$ cat src/rtl/mem_pipelined.sv
// rtl/mem_pipelined.sv - pipelined 1R1W scratchpad with byte enables, read-during-write control and post-reset clear
module mem_pipelined #(
    parameter int NUM_ENTRIES    = 64,
    parameter int WORD_SIZE      = 32,
    parameter int BYTE_WIDTH     = 8,
    parameter int READ_LATENCY   = 1,
    parameter int RDW_MODE       = 0,
    parameter int CLEAR_ON_RESET = 1,
    parameter int ADDR_WIDTH     = $clog2(NUM_ENTRIES),
    parameter int NUM_BYTES      = WORD_SIZE / BYTE_WIDTH
) (
    input  logic                  clk,
    input  logic                  rst_n,
    output logic                  ready,
    input  logic                  r_en,
    input  logic [ADDR_WIDTH-1:0] r_addr,
    output logic [WORD_SIZE-1:0]  r_data,
    output logic                  r_valid,
    output logic                  r_err,
    input  logic                  w_en,
    input  logic [ADDR_WIDTH-1:0] w_addr,
    input  logic [WORD_SIZE-1:0]  w_data,
    input  logic [NUM_BYTES-1:0]  w_be,
    output logic                  w_err
);
    localparam logic [ADDR_WIDTH:0]   DEPTH     = (ADDR_WIDTH + 1)'(NUM_ENTRIES);
    localparam logic [ADDR_WIDTH-1:0] LAST_ADDR = ADDR_WIDTH'(NUM_ENTRIES - 1);

    typedef enum logic {ST_INIT, ST_RUN} state_t;

    state_t                state;
    logic [ADDR_WIDTH-1:0] clear_cnt;
    logic [WORD_SIZE-1:0]  mem [NUM_ENTRIES];

    logic                  rd_acc;
    logic                  rd_oob;
    logic                  wr_acc;
    logic                  wr_oob;
    logic                  wr_hit;
    logic [WORD_SIZE-1:0]  rd_word;

    logic [READ_LATENCY-1:0] pipe_v;
    logic [READ_LATENCY-1:0] pipe_e;
    logic [WORD_SIZE-1:0]    pipe_d [READ_LATENCY];

    assign rd_oob = {1'b0, r_addr} >= DEPTH;
    assign wr_oob = {1'b0, w_addr} >= DEPTH;
    assign rd_acc = ready && r_en;
    // A write with no lanes enabled is a no-op, so it never counts as accepted.
    assign wr_acc = ready && w_en && (|w_be) && !wr_oob;
    assign wr_hit = wr_acc && (w_addr == r_addr);

    always_comb begin
        rd_word = '0;
        if (!rd_oob) begin
            rd_word = mem[r_addr];
            if (RDW_MODE == 1 && wr_hit) begin
                for (int i = 0; i < NUM_BYTES; i++) begin
                    if (w_be[i]) begin
                        rd_word[i*BYTE_WIDTH +: BYTE_WIDTH] = w_data[i*BYTE_WIDTH +: BYTE_WIDTH];
                    end
                end
            end
        end
    end

    always_ff @(posedge clk) begin
        if (!rst_n) begin
            state     <= (CLEAR_ON_RESET != 0) ? ST_INIT : ST_RUN;
            ready     <= 1'b0;
            clear_cnt <= '0;
            w_err     <= 1'b0;
        end else begin
            w_err <= ready && w_en && (|w_be) && wr_oob;
            case (state)
                ST_INIT: begin
                    clear_cnt <= clear_cnt + 1'b1;
                    if (clear_cnt == LAST_ADDR) begin
                        state <= ST_RUN;
                        ready <= 1'b1;
                    end
                end
                default: ready <= 1'b1;
            endcase
        end
    end

    // Storage has no reset of its own; it is only zeroed by the INIT sweep.
    always_ff @(posedge clk) begin
        if (rst_n) begin
            if (state == ST_INIT) begin
                mem[clear_cnt] <= '0;
            end else if (wr_acc) begin
                for (int i = 0; i < NUM_BYTES; i++) begin
                    if (w_be[i]) begin
                        mem[w_addr][i*BYTE_WIDTH +: BYTE_WIDTH] <= w_data[i*BYTE_WIDTH +: BYTE_WIDTH];
                    end
                end
            end
        end
    end

    // Data stages only advance behind a valid, so the output stage holds the last returned word.
    always_ff @(posedge clk) begin
        if (!rst_n) begin
            pipe_v <= '0;
            pipe_e <= '0;
            for (int i = 0; i < READ_LATENCY; i++) begin
                pipe_d[i] <= '0;
            end
        end else begin
            pipe_v[0] <= rd_acc;
            pipe_e[0] <= rd_acc && rd_oob;
            if (rd_acc) begin
                pipe_d[0] <= rd_word;
            end
            for (int i = 1; i < READ_LATENCY; i++) begin
                pipe_v[i] <= pipe_v[i-1];
                pipe_e[i] <= pipe_e[i-1];
                if (pipe_v[i-1]) begin
                    pipe_d[i] <= pipe_d[i-1];
                end
            end
        end
    end

    assign r_valid = pipe_v[READ_LATENCY-1];
    assign r_err   = pipe_e[READ_LATENCY-1];
    assign r_data  = pipe_d[READ_LATENCY-1];

endmodule

$ cat config.mk
export PLATFORM = sky130hd
export DESIGN_NAME = mem_pipelined
export DESIGN_NICKNAME = d
export VERILOG_FILES = /design/src/rtl/mem_pipelined.sv
export SDC_FILE = /design/constraint.sdc
export NUM_CORES = 2
export LEC_CHECK = 0
export CAP_MARGIN = 20
export CORE_UTILIZATION = 50
export CTS_CLUSTER_SIZE = 24
export DETAILED_ROUTE_END_ITERATION = 16
export PLACE_DENSITY = 0.69
export SYNTH_ARGS = -nofsm -noshare
export SYNTH_HDL_FRONTEND = slang
export SYNTH_SLANG_ARGS = --single-unit
$ cat constraint.sdc
create_clock -name clk -period 3.65 [get_ports clk]
set_input_delay 0.365 -clock clk [delete_from_list [all_inputs] [get_ports clk]]
set_output_delay 0.365 -clock clk [all_outputs]
set_load 0.01 [all_outputs]
---- Word level (Yosys, flattened, before mapping) ----
Memories as Yosys holds them, arrays and structs flattened.
Index checks and enable logic that the tools add are counted.
storage, ports and cells
  register bits after elaboration ......... 9
  RAM bits ................................ 2080
  input bits .............................. 52
  word-level logic and storage cells ...... 51
  memories ................................ 2
memories
  memory  depth  bits a word  rd ports  clocked after Yosys merged registers in  wr ports  RTL line  RTL
  mem     64     32           1         0                                        1         33        logic [WORD_SIZE-1:0] mem [NUM_ENTRIES];
  pipe_d  1      32           1         0                                        1         44        logic [WORD_SIZE-1:0] pipe_d [READ_LATENCY];
operators by class
  add/subtract/negate cells ............... 1
  equality and inequality tests ........... 1
  mux-type cells .......................... 36
  reduce and logical (&&, ||, !) cells .... 7
operators with widths
  kind                   count
  $mux W32               2
  $reduce_or A32 Y1      2
  $mux W1                32
  $add A6 B1 Y6 const B  1
  $eq A6 B6 Y1 const B   1
  $mux W6                1
  $mux W4                1
  $reduce_or A4 Y1       1
  $logic_and A1 B1 Y1    3
  $reduce_bool A2 Y1     1

---- Logic depth before layout (Yosys ltp) ----
  depth after elaboration ................. 8
  depth in mapped cells ................... 11
  gate-level depth less buffers ........... 6

---- Least setup slack after synthesis ----
Ideal clock, no wire load.
  path type ............................... reg2reg
  start point ............................. register ready
  end point ............................... memory mem[0][16] (enable)
  setup time .............................. 0.383 ns
  arrival ................................. 2.554 ns
  setup slack ............................. 0.713 ns
  cell stages (with the launch flop) ...... 8
  path buffers ............................ 2
  cell sequence ........................... dfxtp_1 -> nand4_1 -> nor2_2 -> buf_4 -> mux2i_1 -> nand2_1 -> clkbuf_1 -> nor3_1
on the way
  cells in the longest elaborated chain, start to end .. 8
  elaborated cells between the ends (all ways) .. 21
RTL lines
  what                                          RTL line  RTL
  start, declared                               14        output logic ready,
  start signal, assigned                        70        ready <= 1'b0;
  start signal, assigned                        80        ready <= 1'b1;
  start signal, assigned                        83        default: ready <= 1'b1;
  $logic_and A1 B1 Y1 * (2 in series)           n/a
  $mux W1                                       93        end else if (wr_acc) begin
  $mux W1                                       91        if (state == ST_INIT) begin
  $mux W1                                       90        if (rst_n) begin
  $mux W1 (not written as such)                 96        mem[w_addr][i*BYTE_WIDTH +: BYTE_WIDTH] <= w_data[i*BYTE_WIDTH +: BYTE_WIDTH];
  $reduce_or A32 Y1 (no line)                   n/a
  $mux W6 (no line) or $mux W4 (tied branches)  n/a
  end, declared                                 33
Mark *: on every way between the ends. The rest lies on a longest branch, timed or not.

---- Worst setup path in the final report ----
  start point ............................. register state
  end point ............................... memory mem[0][21] (enable)
on the way
  cells in the longest elaborated chain, start to end .. 5
  elaborated cells between the ends (all ways) .. 18
RTL lines
  what                                          RTL line  RTL
  start, declared                               31        state_t state;
  start signal, assigned                        69        state <= (CLEAR_ON_RESET != 0) ? ST_INIT : ST_RUN;
  $mux W1                                       91
  $mux W1                                       90
  $mux W1 (not written as such)                 96
  $reduce_or A32 Y1 (no line)                   n/a
  $mux W6 (no line) or $mux W4 (tied branches)  n/a
Several ways; a longest one is shown, not always the timed one.

==> impl_metrics.toml <==
[synth]
yosys_warnings = 0
synth_edf_count = 2080
ys_seq_elements = 2089
synthCells = 3756
ys_types = 64
yosysMostFrequentCell = "edfxtp_1"
seq_area_frac_synth_pct = 76.8
synth_area_leaders = "edfxtp_1 (77%), mux4_2 (15%), mux2i_1 (1.1%)"
synth.avg_cell_area_sq_um = 21.7
synth_top_area_cell = "edfxtp_1"
synth_ff_type = "edfxtp_1"
synth.top_cells.by_count = "edfxtp_1 (2080), mux4_2 (561), nor2_1 (153)"
netlist_area_sq_mm = 0.0816
ys_async_sr_fraction_pct = 0
yosys.area.top_type_share_pct = 76.5

[floorplanning]
dieHeight_um = 406
placementRows = 147
initial_core_util_pct = 50.6
core_sq_mm = 0.161
die-area_sq_mm = 0.165
num_io_pins = 88
die-width_um = 406

[hold_path]
hold_path_end = "pipe_d[0][15]$_SDFFCE_PN0P_"
min_from = "r_addr[5]"
timing.hold.worst_path_depth = 2
min-delay-path-class = "primary input to flip-flop"

[final_layout]
fillCellCount = 11400
finish.utilization_pct = 59.2
layout-drive-gt1-share_pct = 32.5
area_delta_synth_final_pct = 17.0
nets = 4394
multi_input_area_sq_mm = 0.0179
seqCellArea_sq_mm = 0.0626
fin_area_sq_mm = 0.0955

[sta]
finClkSkew_ns = 0.0236
worst_slew_pin_slew_ns = 1.11
hold_violations = 0
maxSlewHeadroom_pct = 25.3
setup_tns_ns = 0
max_freq_ghz = 0.316
rsz0062_at_grt = "false"
final_max_slew_viol_count = 0
period_minus_slack_ns = 3.17
setup_violations = 0
fin_crit_sh_pct = 86.8
layout_setup_ws_ns = 0.481

[critical_path]
path_max_fanout = 15
r2r_start = "state$_SDFF_PN0_"
rrSetupSlack_ns = 0.48
critPathLaunchType = "flip-flop"
arrival_ns = 3.61
required_ns = 4.09
critPathKind = "flip-flop to flip-flop"
end_kind = "flip-flop"
worstRegToRegCells = 8
reg2reg_to = "mem[0][21]$_DFFE_PP_"

[placement]
placed_cell_area_sq_mm = 0.0886
dp_hpwl_um = 137000
port_buffers = 85
dp_slack_ns = -0.235
gp_congestion = 0.897

[clock_network]
cts_made_buffers = 201
post_cts_buffers = 0
cts_resized = 0
cts_tree = "yes"
cts_root_buf = "clkbuf_16"
clk_pin_slew_worst_paths_ns = 0.06
clock_sink_count = 2089
ctsHoldBuffers = 0
cts_buffer_depth = 3
clk_latency_ns = 0.84
h-tree-depth = 4

[power]
leakagePower_uw = 0.0311
pwr-share-seq_pct = 53.3
power_density_mw_per_mm2 = 512
pwr-share-comb_pct = 4.1
p_sw_share_pct = 20.7
irDropWorstVdd_mv = 0.383
clkPwrFrac_pct = 42.6
p_int_uw = 38800
p_sw_uw = 10100

[grt]
grt_first_pass_wirelength_um = 304000
antenna_found_initial = 13
overflow = 0
track_usage_pct = 26.2
grt_pass1_vias = 41500
grt_max_degree = 65

[detailed_routing]
ant_nets = 0
wl_per_cell_um = 31.9
drt_iter0_drc = 6043
via_count = 42200
viasPerCell = 6.34
finalWirelength_um = 213000
drc = 0
firstDrtPassIters = 7

[flow_run]
max_cap_viol_count = 0

[status]
status = "finished clean"
## layout by cell type, fill, tap and decap left out, types with 13 or more instances in the layout
master / Yosys / routed
edfxtp_1: 2080 / 2080
nand2_1: 131 / 130
nor2b_1: 13 / 13
nand3_1: 30 / 30
a22oi_1: 18 / 18
clkbuf_1: 93 / 33
a31oi_1: 17 / 14
nor2_1: 153 / 150
buf_12: 0 / 71
clkinv_1: 1 / 40
and3_2: 0 / 32
mux4_2: 561 / 561
clkbuf_16: 0 / 202
mux2_2: 22 / 22
mux2i_1: 89 / 88
clkinv_2: 0 / 38
nor3_1: 139 / 138
a21oi_1: 27 / 27
o22ai_1: 14 / 14
clkdlybuf4s50_1: 0 / 79
clkbuf_4: 0 / 23
o21ai_0: 18 / 18
a211oi_1: 17 / 17
and2_1: 15 / 15
bufinv_16: 0 / 24
buf_2: 76 / 44
buf_4: 37 / 390
## state kept, by name, indices dropped and copies added, names as in the netlist
signal	count
mem	2048
pipe_d	32
clear_cnt	6
r_valid	1
ready	1
state	1
## kinds of logic (layout without fill, tap and decap cells)
family,after synthesis,in the layout,share of synthesized area [%]
flops,2089,2089,76.8
mux,672,672,16.9
simple gates,549,549,3.11
buf+inv,245,987,1.50
compound gates,195,195,1.70
xor+xnor,4,4,0.0429
fa+ha+maj,1,1,0.0153
other cells,1,7,0.00460
## critical path, stage by stage (launching register included)
cell	delay, ns
dfxtp_1	0.48
nand4_1	0.22
nor2_2	0.18
buf_12	0.18
mux2i_1	0.27
buf_4	0.17
nand2_1	0.17
buf_12	0.22
nor3_1	0.88
## per-layer routing
metal,global-route usage [%],wire length [um],up-vias
li1,-,-,17000
met1,38.3,83300,22100
met2,39.1,97800,2728
met3,6.30,24600,398
met4,8.65,7070,10
met5,0,55,-
## metrics by stage
step	instances	power, uW	hold slack, ns
after global routing	6661	50000	0.348
after detailed placement	6244	28600	0.566
final	6664	48900	0.398
after floorplan	3757	27700	0.515
after global placement	6218	28500	0.557
after CTS	6605	49100	0.317
## worst max-delay path by stage
stage	to	slack, ns	from	depth (start not counted)
final	mem[0][21]$_DFFE_PP_	0.48	state$_SDFF_PN0_	8
after floorplan	mem[0][16]$_DFFE_PP_	0.71	ready$_SDFFE_PN0P_	7
after CTS	mem[17][17]$_DFFE_PP_	0.41	state$_SDFF_PN0_	9
after detailed placement	mem[17][8]$_DFFE_PP_	-0.24	w_be[1]	11
after global routing	mem[12][18]$_DFFE_PP_	0.36	state$_SDFF_PN0_	9
after global placement	mem[58][19]$_DFFE_PP_	-0.42	w_be[1]	10
## power by group through the flow
stage / sequential, uW / clock [uW] / combinational, uW
4_1_cts: 26100 / 21000 / 2000
5_1_grt: 26100 / 21900 / 2080
6_report: 26100 / 20800 / 2020
3_5_place_dp: 26600 / 0 / 1990
3_3_place_gp: 26600 / 0 / 1970
2_1_floorplan: 26600 / 0 / 1100
## cell type report
class	instances	share of cell area, %
Antenna cell	5	0.0131
Clock buffer	236	5.44
Clock inverter	125	1.43
Inverter	11	0.0485
Multi-Input combinational cell	1423	18.7
Sequential cell	2089	65.6
Tap cell	2160	2.83
Timing Repair Buffer	615	5.89
(Power assumes the default switching activity.)
